File: config.mk
export PLATFORM = sky130hd
export DESIGN_NAME = collision_judge
export DESIGN_NICKNAME = d
export VERILOG_FILES = /design/src/rtl/game_pkg.sv /design/src/rtl/box_overlap.sv /design/src/rtl/collision_judge.sv
export SDC_FILE = /design/constraint.sdc
export NUM_CORES = 1
export LEC_CHECK = 0
export ABC_AREA = 1
export CAP_MARGIN = 20
export CORE_MARGIN = 5
export CORE_UTILIZATION = 35
export DETAILED_ROUTE_END_ITERATION = 8
export GPL_TIMING_DRIVEN = 0
export PLACE_DENSITY = 0.57
export SLEW_MARGIN = 20
export SYNTH_ARGS = -nofsm -noshare
export SYNTH_HDL_FRONTEND = slang
export SYNTH_SLANG_ARGS = --single-unit
File: constraint.sdc
create_clock -name clk -period 2.05 [get_ports clk]
set_input_delay 0.41 -clock clk [delete_from_list [all_inputs] [get_ports clk]]
set_output_delay 0.41 -clock clk [all_outputs]
set_load 0.05 [all_outputs]
File: src/rtl/game_pkg.sv
// Shared sprite geometry and collision FSM encodings for the game logic.
package game_pkg;

    localparam int COORD_W = 11;

    localparam logic [COORD_W-1:0] MARIO_W      = 11'd34;
    localparam logic [COORD_W-1:0] MARIO_H      = 11'd36;
    localparam logic [COORD_W-1:0] QUEUE_W      = 11'd44;
    localparam logic [COORD_W-1:0] QUEUE_H      = 11'd50;
    localparam logic [COORD_W-1:0] QUEUE_HALF_W = 11'd22;
    localparam logic [COORD_W-1:0] QUEUE_HALF_H = 11'd25;

    typedef enum logic [2:0] {
        ST_IDLE    = 3'd0,
        ST_ARMED   = 3'd1,
        ST_CONFIRM = 3'd2,
        ST_INVULN  = 3'd3,
        ST_DEAD    = 3'd4,
        ST_WON     = 3'd5
    } judge_state_t;

    // Clamp at zero so a box near the screen edge never wraps to the far side.
    function automatic logic [COORD_W-1:0] sat_sub(input logic [COORD_W-1:0] a,
                                                   input logic [COORD_W-1:0] b);
        return (a >= b) ? (a - b) : '0;
    endfunction

endpackage

File: src/rtl/box_overlap.sv
// Axis-aligned box intersection in 11-bit unsigned arithmetic; shared edges do not count.
module box_overlap
    import game_pkg::*;
(
    input  logic [COORD_W-1:0] a_x,
    input  logic [COORD_W-1:0] a_y,
    input  logic [COORD_W-1:0] a_w,
    input  logic [COORD_W-1:0] a_h,
    input  logic [COORD_W-1:0] b_x,
    input  logic [COORD_W-1:0] b_y,
    input  logic [COORD_W-1:0] b_w,
    input  logic [COORD_W-1:0] b_h,
    output logic               overlap
);

    // Operands are zero-extended 10/9-bit coordinates, so sums stay below 2^11.
    assign overlap = (a_x < b_x + b_w) && (b_x < a_x + a_w) &&
                     (a_y < b_y + b_h) && (b_y < a_y + a_h);

endmodule

File: src/rtl/collision_judge.sv
// Mario collision judge: confirms barrel hits, tracks lives, flags game over / queue reached.
// COLLISION_INVULN_EN enables a timed post-hit grace period instead of waiting for overlap to clear.
//
// state      | meaning
// -----------+-------------------------------------------------------------
// ST_IDLE    | game not running; lives reloaded, flags clear
// ST_ARMED   | watching for queue or barrel overlap
// ST_CONFIRM | barrel overlapping, counting consecutive ticks
// ST_INVULN  | post-hit grace; barrel ignored
// ST_DEAD    | lives exhausted, over held high
// ST_WON     | queue reached, success held high
module collision_judge
    import game_pkg::*;
#(
    parameter int LIVES         = 3,
    parameter int CONFIRM_TICKS = 2,
    parameter int INVULN_TICKS  = 32
) (
    input  logic       clk,
    input  logic       rst,
    input  logic       tick,
    input  logic       running,
    input  logic [9:0] mario_x,
    input  logic [8:0] mario_y,
    input  logic [9:0] barrel_x,
    input  logic [8:0] barrel_y,
    input  logic [9:0] barrel_w,
    input  logic [8:0] barrel_h,
    input  logic [9:0] queue_x,
    input  logic [8:0] queue_y,
    output logic       hit,
    output logic [1:0] lives,
    output logic       over,
    output logic       success
);

    localparam logic [1:0] LIVES_INIT   = 2'(LIVES);
    localparam logic [3:0] CONFIRM_LAST = 4'(CONFIRM_TICKS);

    logic [COORD_W-1:0] m_x, m_y;
    logic [COORD_W-1:0] q_cx, q_cy, q_left, q_top, q_w, q_h;
    logic               barrel_ov, queue_ov;
    logic               hit_now;

    judge_state_t state;
    logic [3:0]   confirm_cnt;
`ifdef COLLISION_INVULN_EN
    localparam logic [7:0] GRACE_LOAD = 8'(INVULN_TICKS);
    logic [7:0]   grace_cnt;
`endif

    assign m_x  = {1'b0, mario_x};
    assign m_y  = {2'b0, mario_y};
    assign q_cx = {1'b0, queue_x};
    assign q_cy = {2'b0, queue_y};

    // When the centre sits within half a sprite of the origin the box is clipped
    // at zero, keeping its right/bottom edge where the full sprite would put it.
    assign q_left = sat_sub(q_cx, QUEUE_HALF_W);
    assign q_top  = sat_sub(q_cy, QUEUE_HALF_H);
    assign q_w    = (q_cx >= QUEUE_HALF_W) ? QUEUE_W : (q_cx + (QUEUE_W - QUEUE_HALF_W));
    assign q_h    = (q_cy >= QUEUE_HALF_H) ? QUEUE_H : (q_cy + (QUEUE_H - QUEUE_HALF_H));

    box_overlap u_barrel_box (
        .a_x     (m_x),
        .a_y     (m_y),
        .a_w     (MARIO_W),
        .a_h     (MARIO_H),
        .b_x     ({1'b0, barrel_x}),
        .b_y     ({2'b0, barrel_y}),
        .b_w     ({1'b0, barrel_w}),
        .b_h     ({2'b0, barrel_h}),
        .overlap (barrel_ov)
    );

    box_overlap u_queue_box (
        .a_x     (m_x),
        .a_y     (m_y),
        .a_w     (MARIO_W),
        .a_h     (MARIO_H),
        .b_x     (q_left),
        .b_y     (q_top),
        .b_w     (q_w),
        .b_h     (q_h),
        .overlap (queue_ov)
    );

    // Queue overlap always outranks a barrel hit on the same tick.
    always_comb begin
        hit_now = 1'b0;
        case (state)
            ST_ARMED:   hit_now = !queue_ov && barrel_ov && (CONFIRM_LAST == 4'd1);
            ST_CONFIRM: hit_now = !queue_ov && barrel_ov && (confirm_cnt + 4'd1 == CONFIRM_LAST);
            default:    hit_now = 1'b0;
        endcase
    end

    always_ff @(posedge clk or posedge rst) begin
        if (rst) begin
            state       <= ST_IDLE;
            lives       <= LIVES_INIT;
            hit         <= 1'b0;
            over        <= 1'b0;
            success     <= 1'b0;
            confirm_cnt <= '0;
`ifdef COLLISION_INVULN_EN
            grace_cnt   <= '0;
`endif
        end else begin
            hit <= 1'b0;
            if (!running) begin
                state       <= ST_IDLE;
                lives       <= LIVES_INIT;
                over        <= 1'b0;
                success     <= 1'b0;
                confirm_cnt <= '0;
`ifdef COLLISION_INVULN_EN
                grace_cnt   <= '0;
`endif
            end else if (tick) begin
                if (hit_now) begin
                    hit         <= 1'b1;
                    lives       <= (lives != 2'd0) ? lives - 2'd1 : 2'd0;
                    confirm_cnt <= '0;
                    if (lives <= 2'd1) begin
                        state <= ST_DEAD;
                        over  <= 1'b1;
                    end else begin
                        state <= ST_INVULN;
`ifdef COLLISION_INVULN_EN
                        grace_cnt <= GRACE_LOAD;
`endif
                    end
                end else begin
                    case (state)
                        ST_IDLE: begin
                            state <= ST_ARMED;
                            lives <= LIVES_INIT;
                        end
                        ST_ARMED: begin
                            if (queue_ov) begin
                                state   <= ST_WON;
                                success <= 1'b1;
                            end else if (barrel_ov) begin
                                state       <= ST_CONFIRM;
                                confirm_cnt <= 4'd1;
                            end
                        end
                        ST_CONFIRM: begin
                            if (queue_ov) begin
                                state       <= ST_WON;
                                success     <= 1'b1;
                                confirm_cnt <= '0;
                            end else if (barrel_ov) begin
                                confirm_cnt <= confirm_cnt + 4'd1;
                            end else begin
                                state       <= ST_ARMED;
                                confirm_cnt <= '0;
                            end
                        end
                        ST_INVULN: begin
                            if (queue_ov) begin
                                state   <= ST_WON;
                                success <= 1'b1;
`ifdef COLLISION_INVULN_EN
                                grace_cnt <= '0;
                            end else if (grace_cnt == 8'd1) begin
                                state     <= ST_ARMED;
                                grace_cnt <= '0;
                            end else begin
                                grace_cnt <= grace_cnt - 8'd1;
                            end
`else
                            end else if (!barrel_ov) begin
                                state <= ST_ARMED;
                            end
`endif
                        end
                        ST_DEAD: state <= ST_DEAD;
                        ST_WON:  state <= ST_WON;
                        default: state <= ST_IDLE;
                    endcase
                end
            end
        end
    end

endmodule

# Word level (Yosys, flattened, before mapping)
# Index checks and enable logic that the tools add are counted.
# Widths: inputs -> output; s select.
# word_totals
register_bits	12
# op_classes
add_sub_neg	12
order_cmp	11
n_eq_ne	18
mux	39
n_reduce_logical	18
# ops
op	count
$lt 10x11->1	3
$lt 9x11->1	3
$mux 11	3
$mux 4	7
$mux 3	8
$lt 11x11->1	2
$pmux 3 s5	1
$mux 1	13
$add 10x10->11	1
$add 10x5->11 const B	1
$add 10x6->11 const B	1
$add 11x10->11	1
$add 11x11->11	1
$sub 10x5->11 const B	1
$add 9x5->10 const B	1
$add 9x6->10 const B	1
$add 9x9->10	1
$ge 10x5->1 const B	1
$mux 10	1
$mux 2	5
$sub 9x5->10 const B	1
$ge 9x5->1 const B	1
$logic_and 1x1->1	8
$ne 4x4->1 const B	2
22 further kinds	30

# Longest topological paths before layout
# Gate-level depths: netlist (run 1).
# depth
ltp_word	14
depth_mapped	31

# Hierarchy
# From an unflattened synthesis (run 1), not the netlist that was laid out.
# unflattened
cells_unflattened	1212
area_unflattened_um2	7571.0
# by_module_without_submodules
module	n_inst	cells_each	area_per_inst_um2
box_overlap (u_queue_box)	1	479	3002.9
box_overlap (u_barrel_box)	1	479	2997.9
collision_judge	1	254	1570.3

# Least setup slack after synthesis (run 1)
# OpenSTA, ideal clock, no wires.
# synth_path
path_kind	input port to flip-flop
start	input queue_y[0]
end	register state[0]
setup_ns	0.116
arrival_time_ns	3.584
required_ns	1.934
path_slack_ns	-1.650
stages	29
cell_sequence	inv_1 > ha_1 > nand2_1 > nand2_2 > nand4_1 > buf_4 > inv_1 > nand3_1 > ha_1 > nand3_1 > nand2_2 > a21oi_1 > or2_2 > o21ai_0 > o21ai_0 > ha_1 > nand2_1 > inv_1 > nand2_1 > a21oi_1 > nand3_1 > nand2_1 > inv_2 > nand3_4 > o2111ai_1 > nand2_1 > inv_1 > nand2_1 > nand2_1
# synth_via
elab_chain_cells	13
elab_cells_between_ends	23
# synth_rtl
item	line	source
start: declaration	collision_judge.sv:30	input logic [8:0] queue_y,
$sub 9x5->10, or another cell as far along	game_pkg.sv:25	return (a >= b) ? (a - b) : '0;
$mux 11 / $mux 10 (equally long branches)	game_pkg.sv:25, collision_judge.sv:62	
$add 11x10->11	box_overlap.sv:18	(a_y < b_y + b_h) && (b_y < a_y + a_h);
$lt 9x11->1	box_overlap.sv:18	
$logic_and 1x1->1	box_overlap.sv:17	assign overlap = (a_x < b_x + b_w) && (b_x < a_x + a_w) &&
$logic_and 1x1->1 (*)	box_overlap.sv:18	
parallel branches: the longest is 7 deep, another holds $pmux 3 s5	-	
end signal: assignment	collision_judge.sv:112	state <= ST_IDLE;
end signal: assignment	collision_judge.sv:126	state <= ST_DEAD;
end signal: assignment	collision_judge.sv:129	state <= ST_INVULN;
end: declaration	collision_judge.sv:45	judge_state_t state;
# Every way passes the cells marked *. The select of a mux whose other input is x is not followed.
# A chain may end at the register's enable or synchronous reset.

# Worst setup path after layout (run 1)
# layout_path
start	input queue_y[1]
end	register state[2]
# The elaborated chain is that of the path after synthesis.

==> qor.txt, run 1 <==
Syn_area_per_cell: 6.45 µm²
Total number of vias: 4734
Core ar.: 12600 µm²
CP Launch Type: input port
Drt initial violations: 128
Largest net degree at the start of global routing: 13
Synth cell types: 46
PwrDens: 447 nW/µm²
Clock slew at reported path FFs: 0.04 ns
CP max-delay cell: ha_4
Die Span X: 123 µm
CP Data Required Time: 2.21 ns
Final hold violations: 0
Type of the worst setup path: input port to flop
Max Freq: 286 MHz
Most area-hungry cell type in the Yosys netlist: ha_1
Std cell rows: 41
Ports: 85
Register area share after synthesis: 6.74%
Max FO, Critical Path: 6
Most frequent CP cell: nand2_1
Synthesized area: 4490 µm²
Placed Instances: 951
Diode count: 0
Slowest stage delay, CP: 0.29 ns
Synth async-reset ratio: 100%
Initial core utilization: 35.6%
Nets@finish: 1000
Final setup vio count: 12
Tightest Pin Transition: 0.584 ns
Global Route Usage Sum: 15.4%
Vias per cell: 4.80
Share of layout cells above drive strength 1: 18.3%
CTS Buf Count: 3
Synth area leaders: ha_1 28%, nand2_1 14%, inv_1 6.5%
Clock root cell: clkbuf_16
Power Total: 2.77 mW
Post-synth top cells: 172 x nand2_1, 102 x ha_1, 78 x inv_1
Worst slew margin: 60.6%
GP Congestion: 0.832
Die Ht: 123 µm
Buffers on Ports: 80
DR WL/cell: 11.9 µm
Post-synth EDFFs: 0
Maximum clock insertion buffer count: 2
Most frequent cell after synthesis: nand2_1
Failing checks: setup timing
Final core occ: 49.0%
Die area: 15200 µm²
Synth warn: 0
Post-route ant nets: 0
Remaining DRCs: 0
Max-Cap Viols: 0
DR pass1 iterations: 4
Leak: 3.18 nW
Final WS setup: -1.45 ns
Synth Register Bits: 12
CTS HTree Levels: 1
Critical Path AT: 3.66 ns
Synth-to-layout area growth: 37.7%
Fin cells: 987
Crit path capture type: flop
Post-synthesis cell count: 697
Hpwl dp: 9780 µm
Hold Path Class: flop to flop
Predominant post-synthesis flop cell: dfrtp_1
First-pass GRT wire length: 19800 µm
Yosys top cell area share: 28.4%
Antenna violations before repair: 0
Min cycle time layout: 3.50 ns
Routed WL: 11800 µm
Final period util: 171%
Max rail drop VDD: 0.000296 V
TritonCTS clock tree: yes
Worst-Skew Late Latency: 0.24 ns
Slew Limit Fails: 0
Final setup skew: 0.00466 ns
RSZ-0062 raised after global routing: true
Status: finished with violations
CTS Sinks: 12
Total gr overflow: 0
Vias in the first global route: 4607
-- sequential cells by signal, indices dropped and copies added, names as in the netlist --
signal / count
lives: 2
hit: 1
success: 1
state: 3
over: 1
confirm_cnt: 4
-- worst max-delay path: cells and delay by family --
kind,cells,cell delay [ns]
simple gates,15,1.53
compound gates,3,0.28
buf+inv,7,0.61
xor+xnor,1,0.13
fa+ha+maj,3,0.69
-- power by group --
group | leakage, nW | total, mW | internal (mW) | switching [mW]
Clock | 0.0442 | 0.396 | 0.294 | 0.101
Combinational | 2.98 | 2.01 | 0.865 | 1.14
Sequential | 0.157 | 0.367 | 0.303 | 0.0636
-- layout make-up --
type / instances / area [µm²]
fill: 1285 / 6430
tap: 172 / 215
multi-input combinational: 583 / 4070
inverter: 98 / 405
buffer: 6 / 61.3
clock buffer: 4 / 88.8
sequential: 12 / 303
timing repair buffer: 112 / 1050
-- cell families (layout without fill, tap and decap cells) --
family,Yosys count,count (layout),synth area share [%]
other,1,3,0.0835
XOR/XNOR,44,44,8.58
AND/OR/NAND/NOR,325,325,32.6
flip-flops,12,12,6.74
buffers and inverters,104,220,9.11
AO/OA/AOI/OAI,107,107,13.6
adder cells (fa/ha/maj),104,104,29.3
-- routing by layer --
metal	global-route usage, %	routed length [µm]
met1	19.4	5300
met2	29.1	5990
met3	1.60	439
met4	1.45	55
met5	0	0
-- placed cells by master (no fill, tap or decap), drive strengths merged, types with 8 or more instances in the layout --
cell type,Yosys,final
nand2,183,183
ha,102,102
inv,98,97
clkdlybuf4s50,0,60
nor2,58,58
a21oi,56,56
nand3,52,52
buf,6,44
o21ai,28,28
xor2,27,27
xnor2,17,17
nand4,16,16
dfrtp,10,10
nor3,9,9
dlygate4sd2,0,8
-- path summary, 6_finish.rpt --
check                               start       end  slack [ns]  cells past startpoint
max reg2reg                confirm_cnt[0]  state[2]        0.09                      8
max in group asynchronous             rst  lives[1]        1.20                      2
min                              lives[1]  lives[1]        0.48                      2
min in group asynchronous             rst  state[0]        0.49                      2
max                            queue_y[1]  state[2]       -1.45                     29
min reg2reg                      lives[1]  lives[1]        0.48                      2
-- through the flow --
stage | setup TNS [ns] | setup WS [ns] | instance area [µm²] | hold WS (ns)
finish | -16.84 | -1.45 | 6190 | 0.484
global route | -20.30 | -1.76 | 6190 | 0.492
CTS | -16.85 | -1.45 | 6050 | 0.486
detailed placement | -29.29 | -2.52 | 5620 | 0.481
global placement | -28.35 | -2.43 | 5620 | 0.477
floorplan | -15.62 | -1.37 | 4600 | 0.273
-- timing repair --
action | 4_1_cts | 5_1_grt
pin swaps | 52 | 24
gates cloned | 0 | 0
resized for setup | 89 | 20
setup endpoints to repair | 12 | 14
buffers inserted | 25 | 7
hold buffers | 0 | 0
Power figures use the tool's default switching activity.
==> run 2: changes to the inputs <==
Settings changed: RECOVER_POWER set to 50.
==> run 2 against run 1 <==
Net effect: the run still ends with setup timing left; die area unchanged; total power about the same; combinational power barely moved; worst setup slack is the same; wire length unchanged; critical path depth stayed put; via count did not move; critical endpoint unchanged; largest cell class unchanged.
==> qor.txt, run 2 (same netlist as run 1, synthesis figures left out) <==
Status: finished with violations
Failing checks: setup timing
Type of the worst setup path: input port to flop
Die Span X: 123 µm
Vias per cell: 4.80
Std cell rows: 41
Post-cts hold buffer count: 0
Buffers on Ports: 80
Setup TNS Final: -16.84 ns
Largest register by flop count: confirm_cnt
Min cycle time layout: 3.50 ns
Remaining DRCs: 0
Largest net degree at the start of global routing: 13
Nets@finish: 1000
Worst path top cell family by delay: simple AND/OR/NAND/NOR gates
RSZ-0062 raised after global routing: true
Clock slew at reported path FFs: 0.04 ns
CTS Sinks: 12
Worst hold slack: 0.484 ns
Max-Cap Viols: 0
First-pass GRT wire length: 19800 µm
Fin cells: 987
Final setup vio count: 12
Worst-Skew Late Latency: 0.24 ns
Crit path capture type: flop
Max rail drop VDD: 0.000297 V
Worst slew margin: 60.6%
CTS HTree Levels: 1
Slew Limit Fails: 0
Final period util: 171%
Max reg flops: 4
Critical Path AT: 3.66 ns
Routed WL: 11800 µm
CP max-delay cell: ha_4
Final hold violations: 0
CTS Buf Count: 3
Post-route ant nets: 0
Placed Instances: 951
Ports: 85
Share of layout cells above drive strength 1: 18.3%
Antenna violations before repair: 0
Initial core utilization: 35.6%
Most frequent CP cell: nand2_1
DR pass1 iterations: 4
PwrDens: 447 nW/µm²
Slowest stage delay, CP: 0.29 ns
CP Data Required Time: 2.21 ns
Most common cell after layout, fill and taps aside: nand2_1
Hpwl dp: 9780 µm
Final setup skew: 0.00466 ns
GP Congestion: 0.832
DR WL/cell: 11.9 µm
Total gr overflow: 0
Filler cells: 1285
CP Launch Type: input port
Maximum clock insertion buffer count: 2
DP Worst Slack: -2.52 ns
Final WS setup: -1.45 ns
Total number of vias: 4734
Global Route Usage Sum: 15.4%
Hold Path Class: flop to flop
Clock root cell: clkbuf_16
Max FO, Critical Path: 6
Drt initial violations: 128
Die area: 15200 µm²
Biggest regs: confirm_cnt (4), state (3), lives (2)
Max Freq: 286 MHz
Final core occ: 49.0%
TritonCTS clock tree: yes
Core ar.: 12600 µm²
Tightest Pin Transition: 0.584 ns
Vias in the first global route: 4607
Synth-to-layout area growth: 37.7%
Leak: 3.18 nW
Critical path buffers and inverters: 7
Diode count: 0
Die Ht: 123 µm
Most frequent cells in the layout: 163 x nand2_1, 93 x ha_1, 73 x inv_1
## run 2: cell types whose count changed in the layout (fill, tap and decap cells not counted)
| cell | previous run | this run |
|---|---|---|
| dlygate4sd3_1 | 0 | 1 |
| clkdlybuf4s50_1 | 60 | 59 |
## run 2: layer usage
metal,share of wire [%],global-route usage [%],vias to the layer above
li1,-,-,2558
met1,45,19.4,2095
met2,51,29.1,75
met3,3.7,1.60,6
met4,0.47,1.45,0
met5,0,0,-
## run 2: area by class of cell
type / count / area [µm²] / share of cell area [%]
flip-flops and latches: 12 / 303 / 4.89
repair buffers: 112 / 1050 / 16.9
multi-input cells: 583 / 4070 / 65.7
inverters: 98 / 405 / 6.55
plain buffers: 6 / 61.3 / 0.991
clock buffers: 4 / 88.8 / 1.44
well taps: 172 / 215 / 3.48
## run 2: what timing repair did
| item | 4_1_cts | 5_1_grt |
|---|---|---|
| pin swaps | 52 | 24 |
| setup buffers | 25 | 7 |
| setup endpoints to repair | 12 | 14 |
| gates resized for setup | 89 | 20 |
## run 2: through the flow
stage          instance area (µm²)  power [mW]
6_report                      6190        2.77
5_1_grt                       6190        3.08
4_1_cts                       6050        2.73
3_5_place_dp                  5620        2.19
3_3_place_gp                  5620        2.15
2_1_floorplan                 4600        1.67
## run 2: final timing paths
kind	start	to	slack, ns	cells past startpoint
max	queue_y[1]	state[2]	-1.45	29
min	lives[1]	lives[1]	0.48	2
max reg2reg	confirm_cnt[0]	state[2]	0.09	8
min reg2reg	lives[1]	lives[1]	0.48	2
max in group asynchronous	rst	lives[1]	1.07	2
min in group asynchronous	rst	state[0]	0.63	2
## run 2: power breakdown
group	switching, mW	total [mW]	internal [mW]	leakage (nW)
Combinational	1.14	2.00	0.864	2.98
Clock	0.101	0.396	0.294	0.0442
Sequential	0.0636	0.367	0.303	0.157
## run 2: worst reg2reg max path, stage by stage, from the launching register on
cell and delay, ns:
dfrtp_1 0.42, ha_1 0.23, xnor2_1 0.28, nand3_1 0.12
nor2_1 0.28, nand4_1 0.25, nand2_1 0.14, nand2_1 0.06
o21ai_1 0.11
